===== config.mk =====
export PLATFORM = sky130hd
export DESIGN_NAME = tiny_clint
export DESIGN_NICKNAME = d
export VERILOG_FILES = /design/src/rtl/tiny_clint.sv
export SDC_FILE = /design/constraint.sdc
export NUM_CORES = 1
export LEC_CHECK = 0
export BUFFER_PORTS_ARGS = -buffer_cell sky130_fd_sc_hd__buf_4
export CORE_AREA = 10 10 175 177
export DETAILED_ROUTE_END_ITERATION = 8
export DIE_AREA = 0 0 185 187
export GPL_ROUTABILITY_DRIVEN = 0
export PLACE_DENSITY = 0.73
export SLEW_MARGIN = 40
export SYNTH_ARGS = -nofsm -noshare
export SYNTH_HDL_FRONTEND = slang
export SYNTH_SLANG_ARGS = --single-unit

===== constraint.sdc =====
create_clock -name clk_i -period 5.8 [get_ports clk_i]
set_clock_uncertainty 0.05 [all_clocks]
set_input_delay 0.29 -clock clk_i [delete_from_list [all_inputs] [get_ports clk_i]]
set_output_delay 0.29 -clock clk_i [all_outputs]
set_load 0.01 [all_outputs]

===== src/rtl/tiny_clint.sv =====
// tiny_clint: core-local interruptor with a prescaled 64-bit mtime, a 64-bit
// mtimecmp and a software-interrupt bit, on a 32-bit word bus with bit strobes.
module tiny_clint #(
    parameter logic [31:0] BaseAddr      = 32'h0200_0000,
    parameter int unsigned PrescaleWidth = 16
) (
    input  logic        clk_i,
    input  logic        rst_i,
    input  logic        data_mem_req_i,
    input  logic [31:0] data_mem_addr_i,
    input  logic        data_mem_we_i,
    input  logic [31:0] data_mem_wdata_i,
    input  logic [31:0] data_mem_strb_i,
    output logic        data_mem_gnt_o,
    output logic        data_mem_rvalid_o,
    output logic [31:0] data_mem_rdata_o,
    output logic        int_software_o,
    output logic        int_timer_o
);

    localparam logic [2:0] OffMsip     = 3'd0;
    localparam logic [2:0] OffCmpLo    = 3'd2;
    localparam logic [2:0] OffCmpHi    = 3'd3;
    localparam logic [2:0] OffMtimeLo  = 3'd4;
    localparam logic [2:0] OffMtimeHi  = 3'd5;
    localparam logic [2:0] OffPrescale = 3'd6;

    logic                     sel;
    logic                     accept;
    logic                     wr_en;
    logic                     rd_en;
    logic [2:0]               offset;
    logic                     wr_mtime_lo;
    logic                     wr_mtime_hi;
    logic                     wr_prescale;
    logic                     tick;
    logic                     msip;
    logic [63:0]              mtime;
    logic [63:0]              mtimecmp;
    logic [PrescaleWidth-1:0] prescale;
    logic [PrescaleWidth-1:0] pcnt;
    logic [31:0]              rd_value;
    logic [PrescaleWidth-1:0] strb_p;
    logic [PrescaleWidth-1:0] wdata_p;

    // Address decode and access qualification.
    assign sel            = (data_mem_addr_i & ~32'h1F) == BaseAddr;
    assign accept         = data_mem_req_i & sel;
    assign data_mem_gnt_o = accept;
    assign wr_en          = accept & data_mem_we_i;
    assign rd_en          = accept & ~data_mem_we_i;
    assign offset         = data_mem_addr_i[4:2];
    assign wr_mtime_lo    = wr_en & (offset == OffMtimeLo);
    assign wr_mtime_hi    = wr_en & (offset == OffMtimeHi);
    assign wr_prescale    = wr_en & (offset == OffPrescale);
    assign tick           = (pcnt == prescale);
    assign strb_p         = data_mem_strb_i[PrescaleWidth-1:0];
    assign wdata_p        = data_mem_wdata_i[PrescaleWidth-1:0];
    assign int_software_o = msip;

    // Read mux over the pre-update register values.
    always_comb begin
        rd_value = '0;
        case (offset)
            OffMsip:     rd_value = {31'b0, msip};
            OffCmpLo:    rd_value = mtimecmp[31:0];
            OffCmpHi:    rd_value = mtimecmp[63:32];
            OffMtimeLo:  rd_value = mtime[31:0];
            OffMtimeHi:  rd_value = mtime[63:32];
            OffPrescale: rd_value = 32'(prescale);
            default:     rd_value = '0;
        endcase
    end

    // Software interrupt bit and compare register, masked writes.
    always_ff @(posedge clk_i) begin
        if (rst_i) begin
            msip     <= 1'b0;
            mtimecmp <= '1;
        end else if (wr_en) begin
            if (offset == OffMsip) begin
                msip <= (msip & ~data_mem_strb_i[0]) | (data_mem_wdata_i[0] & data_mem_strb_i[0]);
            end
            if (offset == OffCmpLo) begin
                mtimecmp[31:0] <= (mtimecmp[31:0] & ~data_mem_strb_i)
                                | (data_mem_wdata_i & data_mem_strb_i);
            end
            if (offset == OffCmpHi) begin
                mtimecmp[63:32] <= (mtimecmp[63:32] & ~data_mem_strb_i)
                                 | (data_mem_wdata_i & data_mem_strb_i);
            end
        end
    end

    // Prescale register and its counter; any mtime or prescale write restarts the count.
    always_ff @(posedge clk_i) begin
        if (rst_i) begin
            prescale <= '0;
            pcnt     <= '0;
        end else begin
            if (wr_prescale) begin
                prescale <= (prescale & ~strb_p) | (wdata_p & strb_p);
            end
            if (wr_prescale || wr_mtime_lo || wr_mtime_hi || tick) begin
                pcnt <= '0;
            end else begin
                pcnt <= pcnt + PrescaleWidth'(1);
            end
        end
    end

    // mtime: software writes win over the tick increment.
    always_ff @(posedge clk_i) begin
        if (rst_i) begin
            mtime <= '0;
        end else if (wr_mtime_lo) begin
            mtime[31:0] <= (mtime[31:0] & ~data_mem_strb_i) | (data_mem_wdata_i & data_mem_strb_i);
        end else if (wr_mtime_hi) begin
            mtime[63:32] <= (mtime[63:32] & ~data_mem_strb_i) | (data_mem_wdata_i & data_mem_strb_i);
        end else if (tick) begin
            mtime <= mtime + 64'd1;
        end
    end

    // Read response and registered timer compare.
    always_ff @(posedge clk_i) begin
        if (rst_i) begin
            data_mem_rvalid_o <= 1'b0;
            data_mem_rdata_o  <= '0;
            int_timer_o       <= 1'b0;
        end else begin
            data_mem_rvalid_o <= rd_en;
            if (rd_en) begin
                data_mem_rdata_o <= rd_value;
            end
            int_timer_o <= (mtime >= mtimecmp);
        end
    end

endmodule


# Word-level counts from Yosys, hierarchy flattened
# Cells that the tools add are included.
# op_classes
bitwise_logic,26
n_reduce_logical,12
n_shift,0
n_div,0
magnitude_cmp,1
mux,5
add_sub_neg,2
n_eq_ne,8
multipliers,0
# ops
cell,count
$pmux W32 S6,1
$and A32 B32 Y32,5
$or A32 B32 Y32,4
$mux W32,3
$add A64 B1 Y64 const B,1
$ge A64 B64 Y1,1
$mux W64,1
$and A16 B16 Y16,2
$not A32 Y32,1
$eq A27 B21 Y1 const B,1
$add A16 B1 Y16 const B,1
$eq A16 B16 Y1,1
$not A16 Y16,1
$or A16 B16 Y16,1
$reduce_and A2 Y1,5
$eq A3 B3 Y1 const B,3
$and A1 B1 Y1,8
$eq A3 B2 Y1 const B,2
$reduce_bool A2 Y1,2
$logic_not A3 Y1,1
$logic_or A1 B1 Y1,3
$not A1 Y1,3
$ne A2 B2 Y1 const B,1
$reduce_or A2 Y1,1
$or A1 B1 Y1,1
# word_totals
word_cells,64
out_inout_bits,36
memories,0
inputBits,100
latchBits,0
mem_bits_rw,0
register_bits,195
mem_bits_ro,0

# Longest topological paths before layout
# logic_depth
depth_word,8
ltp_mapped,11
depth_no_buf,9

# Worst setup path after synthesis
# Ideal clock, no wire load.
# synth_timing
path_kind,register to register
startpoint,register with a tool-made name
endpoint,register with a tool-made name
arrival_time_ns,2.152
t_required_ns,5.622
setup_time_ns,0.128
n_path_buf,1
period_less_slack_ns,2.330
path_slack_ns,3.470
path_stages_with_launch,10
path_cell_list,dfxtp_1 > ha_1 > nand3_1 > nor4_1 > nand4_1 > buf_2 > nor3_1 > mux2i_1 > a32oi_1 > nor2_1

==> run summary <==
post-synthesis to final-layout area growth - 14.9%
top-count cell post-synth - dfxtp_1
Power per Cell Area - 204 nW/um^2
Ys Warns - 0
Tcrit/Tclk final - 63.1%
via count - 12,400
Synthesized Nets - 1,691
total gr overflow - 0
fin nets - 1,744
Synth Area in XOR/XNOR - 3.20%
# setup viols final - 0
Least-Margin Pin Slew - 0.951 ns
top cell type's share of synthesized area - 32.4%
die area - 34,600 um^2
Post-synth top cells - dfxtp_1 (195), nor2_1 (163), nand2_1 (103)
Startpoint Class - primary input
Root Buffer - clkbuf_16
Worst Path Class, Setup - in -> reg
CTS max path bufs - 2
vias in the first global route - 11,500
first-pass GRT wire length - 63,800 um
syn_area_per_cell - 7.90 um^2
Clock Latency Late Sink - 0.45 ns
Final Cell Area - 13,800 um^2
post-synthesis register bit count - 195
combinational family with the most area after synthesis - compound AO/OA/AOI/OAI gates
Total Power - 2.82 mW
hold-fix buffers at CTS - 0
largest net degree at the start of global routing - 104
DRT iter0 DRCs - 1,563
hpwl dp - 29,100 um
row count - 61
maximum clock frequency - 273 MHz
status - finished, final reports clean
initial antenna violation count - 1
Post-synth EDFFs - 0
Vias/cell - 6.39
Max Cap Viol - 0
VDD IR-drop max - 143 uV
WHS - 0.0313 ns
remaining antenna violation count after routing - 0
register area share after synthesis - 32.4%
Die Y - 187 um
RSZ-0062 raised after global routing - false
CTS sink count - 195
DRC - 0
gr usage total - 22.9%
Post-CTS Setup Repair Bufs - 0
flop-to-flop setup slack - 2.61 ns
IO buf count - 133
ys flop type - dfxtp_1
CTS tree - built
Setup TNS - 0 ns
Core Area - 27,300 um^2
post-synthesis compound-gate area fraction - 27.4%
Worst EP required - 6.12 ns
arrival time at the worst endpoint - 3.98 ns
CTS H-tree lvls - 4
drt first pass iters - 6
Max FO, Critical Path - 36
Mapped Cells - 1,525
Slew Viols, Final - 0
Netlist cell types - 70
crit end category - flip-flop
die width - 185 um
initial core utilization - 44.1%
Num CTS Buffers - 17
synthesized area - 12,000 um^2
final hold vios - 0
Worst slew margin - 36.4%
Hold Crit Class - in -> reg
Routed WL per cell - 21.2 um
Post-synth ARST share - 0%
minimum clock period - 3.66 ns
Clk pin slew, worst setup/hold paths - 0.08 ns
worst r2r path cells - 8
top post-synthesis cells by area - dfxtp_1 (32%), ha_1 (6.9%), a211oi_1 (5.8%), nor2_1 (5.1%), a31oi_1 (4.0%)
Worst Setup SP - data_mem_addr_i[21]
layout cells sized above 1 - 14.3%
drt total wl - 41,000 um
Leak - 5.91 nW
post-synthesis mux area share - 2.91%
synthesized-area fraction occupied by adder cells - 6.86%
I/O pin total - 136
area post-placement - 13,200 um^2
CTS resizes - 0
Synth area leader - dfxtp_1
simple-gate share of the synthesized area - 20.1%
## worst min path at each step
stage,from,endpoint,slack [ns],depth (start not counted)
floorplan,data_mem_strb_i[29],flip-flop,0.35,1
global route,data_mem_strb_i[31],flip-flop,0.03,2
global placement,data_mem_rdata_o[20]$_SDFFE_PP0P_,data_mem_rdata_o[20]$_SDFFE_PP0P_,0.42,2
detailed placement,pcnt[0]$_SDFF_PP0_,pcnt[0]$_SDFF_PP0_,0.43,1
CTS,data_mem_strb_i[31],flip-flop,0.03,2
finish,data_mem_strb_i[31],flip-flop,0.03,2
## stage by stage
step,util [%],worst slack [ns],instances
floorplan,-,3.47,1525
global placement,48.2,2.10,1902
detailed placement,48.4,1.95,1905
CTS,50.6,2.41,1936
global route,50.7,2.03,1937
finish,50.7,2.14,1937
## per-layer routing
metal / up-vias / GRT usage [%] / wire length, um
li1: 5811 / - / -
met2: 652 / 35.3 / 18400
met1: 5803 / 30.1 / 17000
met4: 0 / 9.10 / 1360
met3: 107 / 5.32 / 4210
met5: - / 0 / 0
## report_power, final
group | switching, mW | internal (mW) | total, mW | leakage (nW)
logic | 0.139 | 0.0835 | 0.222 | 4.05
clock network | 0.566 | 0.685 | 1.25 | 0.289
registers | 0.00470 | 1.34 | 1.34 | 1.57
## logic make-up after synthesis
| family | count (synthesis) |
|---|---|
| multiplexers | 34 |
| AND/OR/NAND/NOR | 495 |
| flip-flops | 195 |
| AO/OA/AOI/OAI | 477 |
| adder cells (fa/ha/maj) | 66 |
| buffers and inverters | 214 |
| XOR/XNOR | 44 |
## cell usage in the layout (no fill, tap or decap), types with 25 or more instances in the layout
cell type	count
a211oi_1	93
a21oi_1	86
a221oi_1	37
a31oi_1	77
buf_4	153
dfxtp_1	195
ha_1	66
inv_1	91
mux2i_1	26
nand2_1	102
nand3_1	52
nand4_1	26
nor2_1	162
nor3_1	38
nor4_1	25
o21ai_0	55
xor2_1	27
## critical path, cell delays in order
cell and delay, ns:
buf_4 0.11, nor4_1 0.72, nand3_1 0.48, nor2_1 0.55, nand3_1 0.29, nor2_4 0.66
buf_4 0.54, a211oi_1 0.15, a31oi_1 0.17
## area by class of cell
class / count / area [um^2]
Inverter: 91 / 342
Sequential cell: 195 / 3900
Clock inverter: 13 / 174
Fill cell: 2596 / 13500
Clock buffer: 18 / 429
Timing Repair Buffer: 157 / 1190
Tap cell: 346 / 433
Multi-Input combinational cell: 1116 / 7360
Antenna cell: 1 / 2.50
Power figures use the tool's default switching activity.
